[config.mk]
export PLATFORM = sky130hd
export DESIGN_NAME = dmem_arbiter
export DESIGN_NICKNAME = d
export VERILOG_FILES = /design/src/rtl/dmem_arb_pkg.sv /design/src/rtl/dmem_arbiter_rr_arbiter2.sv /design/src/rtl/dmem_arbiter.sv
export SDC_FILE = /design/constraint.sdc
export NUM_CORES = 1
export LEC_CHECK = 0
export BUFFER_PORTS_ARGS = -buffer_cell sky130_fd_sc_hd__buf_2
export CORE_AREA = 3 3 343 345
export CTS_CLUSTER_DIAMETER = 120
export DETAILED_ROUTE_END_ITERATION = 12
export DIE_AREA = 0 0 346 348
export PLACE_DENSITY = 0.45
export SYNTH_ARGS = -nofsm -noshare
export SYNTH_HDL_FRONTEND = slang
export SYNTH_HIERARCHICAL = 1
export SYNTH_SLANG_ARGS = --single-unit
[constraint.sdc]
create_clock -name clk -period 17.04 [get_ports clk]
set_input_delay 3.408 -clock clk [delete_from_list [all_inputs] [get_ports clk]]
set_output_delay 3.408 -clock clk [all_outputs]
set_load 0.01 [all_outputs]
[src/rtl/dmem_arb_pkg.sv]
// Shared definitions for the two-port encrypted data-memory arbiter:
// FSM state encoding, default timing parameters and a counter-width helper.
package dmem_arb_pkg;

    // Default number of WAIT cycles before a transaction is aborted.
    localparam int TIMEOUT_CYCLES_DEFAULT = 64;

    // Default quiet period after reset. It must exceed the worst-case DMEM
    // latency (12 cycles) so that a done pulse from an abandoned operation
    // lands while the arbiter is still ignoring mem_done.
    localparam int DRAIN_CYCLES_DEFAULT = 24;

    typedef enum logic [2:0] {
        ST_DRAIN = 3'd0,
        ST_IDLE  = 3'd1,
        ST_ISSUE = 3'd2,
        ST_WAIT  = 3'd3,
        ST_RESP  = 3'd4
    } state_t;

    // Width of a counter that has to reach (max(a, b) - 1).
    function automatic int cnt_width(input int a, input int b);
        int m;
        m = (a > b) ? a : b;
        return (m < 2) ? 1 : $clog2(m);
    endfunction

endpackage

[src/rtl/dmem_arbiter_rr_arbiter2.sv]
// Two-requester round-robin grant logic. A lone requester always wins;
// on a tie the port that was not granted last wins.
module rr_arbiter2 (
    input  logic [1:0] req,
    input  logic       last,
    output logic [1:0] grant
);

    // One-hot grant; last = 1 means port 1 was served most recently.
    always_comb begin
        grant = 2'b00;
        case (req)
            2'b01:   grant = 2'b01;
            2'b10:   grant = 2'b10;
            2'b11:   grant = last ? 2'b01 : 2'b10;
            default: grant = 2'b00;
        endcase
    end

endmodule

[src/rtl/dmem_arbiter.sv]
// Two-port arbiter in front of a single encrypting DMEM. One transaction is
// in flight at a time: IDLE grants, ISSUE pulses the DMEM enable, WAIT waits
// for mem_done (or times out), RESP pulses the requester's ack. After reset
// the DRAIN state swallows any done pulse left over from an abandoned op,
// since the DMEM itself is not reset.
module dmem_arbiter
    import dmem_arb_pkg::*;
#(
    parameter int TIMEOUT_CYCLES = TIMEOUT_CYCLES_DEFAULT,
    parameter int DRAIN_CYCLES   = DRAIN_CYCLES_DEFAULT
) (
    input  logic         clk,
    input  logic         rst,

    input  logic         req0,
    input  logic         we0,
    input  logic [31:0]  addr0,
    input  logic [127:0] wdata0,
    output logic [127:0] rdata0,
    output logic         ack0,
    output logic         err0,

    input  logic         req1,
    input  logic         we1,
    input  logic [31:0]  addr1,
    input  logic [127:0] wdata1,
    output logic [127:0] rdata1,
    output logic         ack1,
    output logic         err1,

    output logic         mem_read_enable,
    output logic         mem_write_enable,
    output logic [31:0]  mem_address,
    output logic [127:0] mem_write_data,
    input  logic [127:0] mem_read_data,
    input  logic         mem_done,

    output logic         busy
);

    localparam int CW = cnt_width(TIMEOUT_CYCLES, DRAIN_CYCLES);
    localparam logic [CW-1:0] TIMEOUT_LAST = CW'(TIMEOUT_CYCLES - 1);
    localparam logic [CW-1:0] DRAIN_LAST   = CW'(DRAIN_CYCLES - 1);

    state_t         state;
    logic [CW-1:0]  cnt;
    logic           last_grant;
    logic           cur_port;
    logic           cur_we;

    logic [1:0]     grant;
    logic           sel_port;
    logic           sel_we;
    logic [31:0]    sel_addr;
    logic [127:0]   sel_wdata;

    rr_arbiter2 u_rr (
        .req   ({req1, req0}),
        .last  (last_grant),
        .grant (grant)
    );

    // Route the winning port's request fields toward the latch in IDLE.
    always_comb begin
        sel_port  = grant[1];
        sel_we    = we0;
        sel_addr  = addr0;
        sel_wdata = wdata0;
        if (sel_port) begin
            sel_we    = we1;
            sel_addr  = addr1;
            sel_wdata = wdata1;
        end
    end

    // Transaction FSM; every output is registered and set on the transition
    // into the state in which it must be visible.
    always_ff @(posedge clk or posedge rst) begin
        if (rst) begin
            state            <= ST_DRAIN;
            cnt              <= '0;
            last_grant       <= 1'b1;
            cur_port         <= 1'b0;
            cur_we           <= 1'b0;
            mem_read_enable  <= 1'b0;
            mem_write_enable <= 1'b0;
            mem_address      <= '0;
            mem_write_data   <= '0;
            rdata0           <= '0;
            rdata1           <= '0;
            ack0             <= 1'b0;
            ack1             <= 1'b0;
            err0             <= 1'b0;
            err1             <= 1'b0;
            busy             <= 1'b1;
        end else begin
            ack0             <= 1'b0;
            ack1             <= 1'b0;
            err0             <= 1'b0;
            err1             <= 1'b0;
            mem_read_enable  <= 1'b0;
            mem_write_enable <= 1'b0;

            case (state)
                ST_DRAIN: begin
                    if (cnt == DRAIN_LAST) begin
                        state <= ST_IDLE;
                        cnt   <= '0;
                        busy  <= 1'b0;
                    end else begin
                        cnt <= cnt + 1'b1;
                    end
                end

                ST_IDLE: begin
                    if (grant != 2'b00) begin
                        cur_port         <= sel_port;
                        cur_we           <= sel_we;
                        mem_address      <= sel_addr;
                        mem_write_data   <= sel_wdata;
                        mem_write_enable <= sel_we;
                        mem_read_enable  <= ~sel_we;
                        state            <= ST_ISSUE;
                        busy             <= 1'b1;
                    end
                end

                ST_ISSUE: begin
                    state <= ST_WAIT;
                    cnt   <= '0;
                end

                ST_WAIT: begin
                    if (mem_done) begin
                        state <= ST_RESP;
                        cnt   <= '0;
                        if (cur_port) begin
                            ack1 <= 1'b1;
                            if (!cur_we) begin
                                rdata1 <= mem_read_data;
                            end
                        end else begin
                            ack0 <= 1'b1;
                            if (!cur_we) begin
                                rdata0 <= mem_read_data;
                            end
                        end
                    end else if (cnt == TIMEOUT_LAST) begin
                        state <= ST_RESP;
                        cnt   <= '0;
                        if (cur_port) begin
                            ack1 <= 1'b1;
                            err1 <= 1'b1;
                        end else begin
                            ack0 <= 1'b1;
                            err0 <= 1'b1;
                        end
                    end else begin
                        cnt <= cnt + 1'b1;
                    end
                end

                ST_RESP: begin
                    last_grant <= cur_port;
                    state      <= ST_IDLE;
                    busy       <= 1'b0;
                end

                default: begin
                    state <= ST_DRAIN;
                    cnt   <= '0;
                    busy  <= 1'b1;
                end
            endcase
        end
    end

endmodule
# After elaboration in Yosys (flattened, before gate mapping)
# Cells that the tools add are included.
[word_totals]
register_bits = 435
inputBits = 455
out_inout_bits = 423
wordCells = 75
[op_classes]
n_addsub = 1
n_eq_ne = 12
n_mux = 33
bitwise = 4
reduce_logical = 9
[op_table]
columns = ["op", "count"]
rows = [
  ["$mux W128", 1],
  ["$mux W32", 1],
  ["$mux W1", 19],
  ["$mux W6", 3],
  ["$pmux W6 S3", 1],
  ["$pmux W3 S5", 1],
  ["$mux W3", 4],
  ["$reduce_and A4 Y1", 2],
  ["$add A6 B1 Y6 const B", 1],
  ["$eq A3 B2 Y1 const B", 2],
  ["$eq A6 B5 Y1 const B", 1],
  ["$eq A6 B6 Y1 const B", 1],
  ["$pmux W2 S3", 1],
  ["$reduce_and A3 Y1", 2],
  ["$eq A2 B2 Y1 const B", 2],
  ["$ne A2 B2 Y1 const B", 2],
  ["$not A1 Y1", 4],
  ["$pmux W1 S4", 1],
  ["$reduce_or A2 Y1", 2],
  ["$eq A3 B1 Y1 const B", 1],
  ["$eq A3 B3 Y1 const B", 1],
  ["$logic_not A3 Y1", 1],
  ["$ne A3 B3 Y1 const B", 1],
  ["$eq A2 B1 Y1 const B", 1],
  ["other kinds (3)", 3],
]

# Logic depth before layout (Yosys ltp)
[logic_depth]
word_depth = 6
depth_mapped = 8
ltp_nobuf = 6

# By module
# The synthesis kept the hierarchy.
[by_module_without_submodules]
columns = ["module", "n_inst", "cells_each", "area_per_inst_um2", "seq_area_each_um2"]
rows = [
  ["dmem_arbiter", 1, 1336, 17815.8, 10887.9],
  ["rr_arbiter2", 1, 3, 18.8, 0.0],
]

# Least setup slack after synthesis
# No wires, ideal clock.
[synth_timing]
kind = "in2reg"
start = "in req1"
end = "reg mem_write_data[73]"
setup_ps = 126
arrival_ps = 4559
slack_ps = 12355
stages = 5
path_cell_list = "a21boi_0 > buf_2 > buf_1 > mux2i_1 > a21oi_1"
[synth_between]
elab_chain_cells = 4
elab_cells_between_ends = 7
cone_classes = "3 x eq/ne; 2 x mux; 2 x reduce/logical"
[synth_rtl]
columns = ["element", "line", "source"]
rows = [
  ["start: declaration", "dmem_arbiter.sv:23", "input logic req1,"],
  ["$eq A2 B2 Y1 / $eq A2 B1 Y1 (equally long branches)", "dmem_arbiter_rr_arbiter2.sv:12", "case (req)"],
  ["$pmux W2 S3 (*)", "dmem_arbiter_rr_arbiter2.sv:12", ""],
  ["$reduce_bool A2 Y1", "dmem_arbiter.sv:116", "if (grant != 2'b00) begin"],
  ["$reduce_and A2 Y1 (no source line)", "n/a", ""],
  ["end signal: assignment", "dmem_arbiter.sv:120", "mem_write_data <= sel_wdata;"],
  ["end: declaration", "dmem_arbiter.sv:34", "output logic [127:0] mem_write_data,"],
]
# Every way passes the cells marked *; elsewhere a longest branch is shown, timed or not.
# A chain may end at the register's enable or synchronous reset.

# Worst setup path in the final report
[layout_timing]
start = "in req0"
end = "reg mem_write_data[27]"
[layout_between]
elab_chain_cells = 4
elab_cells_between_ends = 7
cone_classes = "3 x eq/ne; 2 x mux; 2 x reduce/logical"
[layout_rtl]
columns = ["element", "line", "source"]
rows = [
  ["start: declaration", "dmem_arbiter.sv:15", "input logic req0,"],
  ["$eq A2 B2 Y1 / $eq A2 B1 Y1 (equally long branches)", "dmem_arbiter_rr_arbiter2.sv:12", ""],
  ["$pmux W2 S3 (*)", "dmem_arbiter_rr_arbiter2.sv:12", ""],
  ["via grant[0]", "dmem_arbiter.sv:51", "logic [1:0] grant;"],
  ["$reduce_bool A2 Y1 (*)", "dmem_arbiter.sv:116", ""],
  ["$reduce_and A2 Y1 (no source line) (*)", "n/a", ""],
]
# The timed path passes the listed nets; every way through them passes the cells marked *.

==> metrics.csv <==
metric;value;unit
yosys.area.top_type;dfrtp_1;
htree_levels;2;
final.setup.tns;0;ns
grt_pass1_vias;14347;
p_leak;12.83;nW
cp.arrival;7.33;ns
synth_compound_area_share;5.465;%
endpoint_kind;flip-flop;
hold_viol;0;
crit_top_cell;nor2_1;
stdcell_area;0.02549;mm2
cts.clk_slew.worst_paths;0.06;ns
route.detailed.drc;0;
max_freq;147.0;MHz
placed_area;0.02371;mm2
syn_area;0.01783;mm2
seq_area;0.01089;mm2
netlist_top_cells_area;dfrtp_1 (61%), mux2_1 (15%), mux2i_1 (9.1%);
crit_path_max_incr_delay;0.90;ns
yosys.area_share.simple;4.616;%
relSlewSlack;28.92;%
crit_type;in -> reg;
netlist.area_leader.share;60.75;%
dp_cells;3658;
cp.depth;8;
cts_max_path_buffers;3;
grt.overflow.total;0;
multiInputGateArea;0.006365;mm2
worst_pin_slew;1.063;ns
period_share;39.94;%
drive_gt1_share;44.58;%
crit_path_start_kind;primary input;
synth_top_family_by_area;multiplexers;
min_period;6.805;ns
gp_congestion;0.7999;
synth-seq-cells;435;
layout-area-overhead-vs-synth;42.93;%
finClkSkew;0.01008;ns
rsz0062_at_grt;no;
seq_area_frac_synth;61.05;%
avgSynthCellArea;13.32;um2
power_density;179.1;mW/mm2
worst_ep_required_time;17.57;ns
final_net_count;2656;
internal_power;2.895;mW
viasPerCell;3.655;
p_clk_share;25.4;%
clk_latency;0.61;ns
die_h;348;um
coreArea;0.1145;mm2
die_area;0.1204;mm2
clkSinkCount;435;
grt_start_max_net_pins;199;
whs;0.4777;ns
muxShareOfSynthArea;25.32;%
fp.dieW;346;um
synth-xor-area-share;0.09822;%
finalSetupViolCount;0;
antenna_found_initial;17;
p_comb_share;35.7;%
cts_buffers;52;
slew_viol_final;0;
min_path_cells;1;
track_usage;11.20;%
wl_per_cell;18.61;um
ir_drop;0.07514;mV
detail-route-antenna-nets;0;
vias;13735;
crit_family;buffers and inverters;
p_switching;1.671;mW
max_cap_viol_count;0;
cp_max_fo;198;
switching_share;36.59;%
cts_tree;built;
synth_edf_count;0;
routed_wl;69930;um
crit_chain;buf_2 > a21boi_1 > nor2_1 > nor3_4 > buf_4 > buf_12 > nor2_1 > a21oi_1;
pwr-share-seq;38.8;%
min_path_type;reg -> reg;
grt_pass1_wl;100800;um
synth_cell_type_count;41;
synth_warnings;6;
fill_cells;12567;
final_cells;3758;
rr_worst_depth;8;
postCtsHoldBufs;0;
path_buf_inv;3;
numPortBuffers;877;
synthAdderAreaFrac;0.07016;%
syn-num-nets;1795;
io_pins;878;
post_cts_buffers;0;
syn_inst;1339;
ctsRootBufferMaster;clkbuf_16;
hpwlAfterDp;54930;um
num_rows;124;
ys.flop_type;dfrtp_1;
status;finished clean;
cts-resized-gates;0;
async_flop_share;100.0;%
start_util;15.58;%
drt-initial-drc-count;581;
drt_first_pass_iters;5;
crit_slowest_cell;nor3_4;
-- metal layers --
metal  up-vias  track usage (%)  part of all wire [%]
li1       6425                -                     -
met3       108            5.081                    11
met4         6            3.323                   2.8
met2       563            18.76                    48
met1      6633            12.81                    39
met5         -                0                 0.067
-- final cells by class --
cell class | instances | area share, %
antenna | 5 | 0.04908
multi-input combinational | 811 | 24.97
tap | 1512 | 7.422
clock buffer | 72 | 5.674
timing repair buffer | 893 | 17.79
clock inverter | 23 | 1.252
sequential | 435 | 42.71
inverter | 7 | 0.1325
-- flip-flops by register name, indices dropped and copies added, names as in the netlist --
| signal | cells |
|---|---|
| cur_port | 1 |
| mem_write_data | 128 |
| last_grant | 1 |
| mem_write_enable | 1 |
| cur_we | 1 |
| rdata0 | 128 |
| err0 | 1 |
| cnt | 6 |
| state | 3 |
| rdata1 | 128 |
| busy | 1 |
| ack0 | 1 |
| err1 | 1 |
| mem_read_enable | 1 |
| mem_address | 32 |
| ack1 | 1 |
-- final timing paths --
kind	start	to	slack [ns]
hold reg to reg	rdata0[62]	rdata0[62]	0.48
setup / recovery	req0	mem_write_data[27]	10.24
max in group asynchronous	rst	rdata1[19]	11.42
setup reg to reg	last_grant	mem_write_data[27]	12.48
min in group asynchronous	rst	mem_write_data[41]	2.85
hold / removal	rdata0[62]	rdata0[62]	0.48
-- per-stage QoR --
| stage | power (mW) | util, % | setup slack (ns) |
|---|---|---|---|
| floorplan | 2.608 | - | 1.519 |
| finish | 4.565 | 22.26 | 10.24 |
| global placement | 3.450 | 20.71 | 9.861 |
| detailed placement | 3.469 | 20.71 | 9.704 |
| global route | 4.905 | 22.26 | 9.974 |
| CTS | 4.677 | 22.25 | 10.40 |
-- power groups by stage --
stage          sequential (mW)  combinational [mW]  clock [mW]
3_5_place_dp              1.79                1.68           0
3_3_place_gp              1.79                1.66           0
5_1_grt                   1.85                1.80        1.25
4_1_cts                   1.78                1.68        1.21
6_report                  1.77                1.63        1.16
2_1_floorplan             1.99               0.619           0
-- layout by cell type (no fill, tap or decap), drive strengths merged, types with 3 or more instances in the layout --
cell | synthesis | final
dfrtp | 433 | 433
diode | 0 | 5
clkbuf | 8 | 72
clkinv | 0 | 12
o32ai | 3 | 3
bufinv | 0 | 6
nor2 | 173 | 173
a21oi | 167 | 167
mux2i | 162 | 162
nor3 | 4 | 4
nand2 | 10 | 10
a21boi | 3 | 3
o21ai | 4 | 4
inv | 7 | 11
nor2b | 3 | 3
buf | 78 | 893
mux2 | 257 | 257
-- worst register-to-register path: cells and delay by family, from the launching register on --
family | cells | cell delay (ns)
buffers and inverters | 3 | 1.48
AO/OA/AOI/OAI | 2 | 0.78
flip-flops | 1 | 0.62
AND/OR/NAND/NOR | 3 | 1.60
-- logic make-up (layout without fill, tap and decap cells) --
logic type                 count (synthesis)  count (layout)
AOI/OAI and AO/OA                        186             186
xor gates and xnor gates                   2               2
adders and majority gates                  1               1
buffers and inverters                     93             995
DFF                                      435             435
muxes                                    419             419
other                                      0               5
and+or+nand+nor                          203             203
-- synth_stat cells, types with 4 or more instances --
cell type and instances:
dfrtp_1 433, mux2_1 240, nor2_1 172, a21oi_1 167, mux2i_1 162, buf_2 50, buf_6 25, mux2_2 17
nand2_1 10, clkbuf_1 8, inv_1 7, o21ai_0 4
Note: power is estimated with default switching activity, not from simulation.
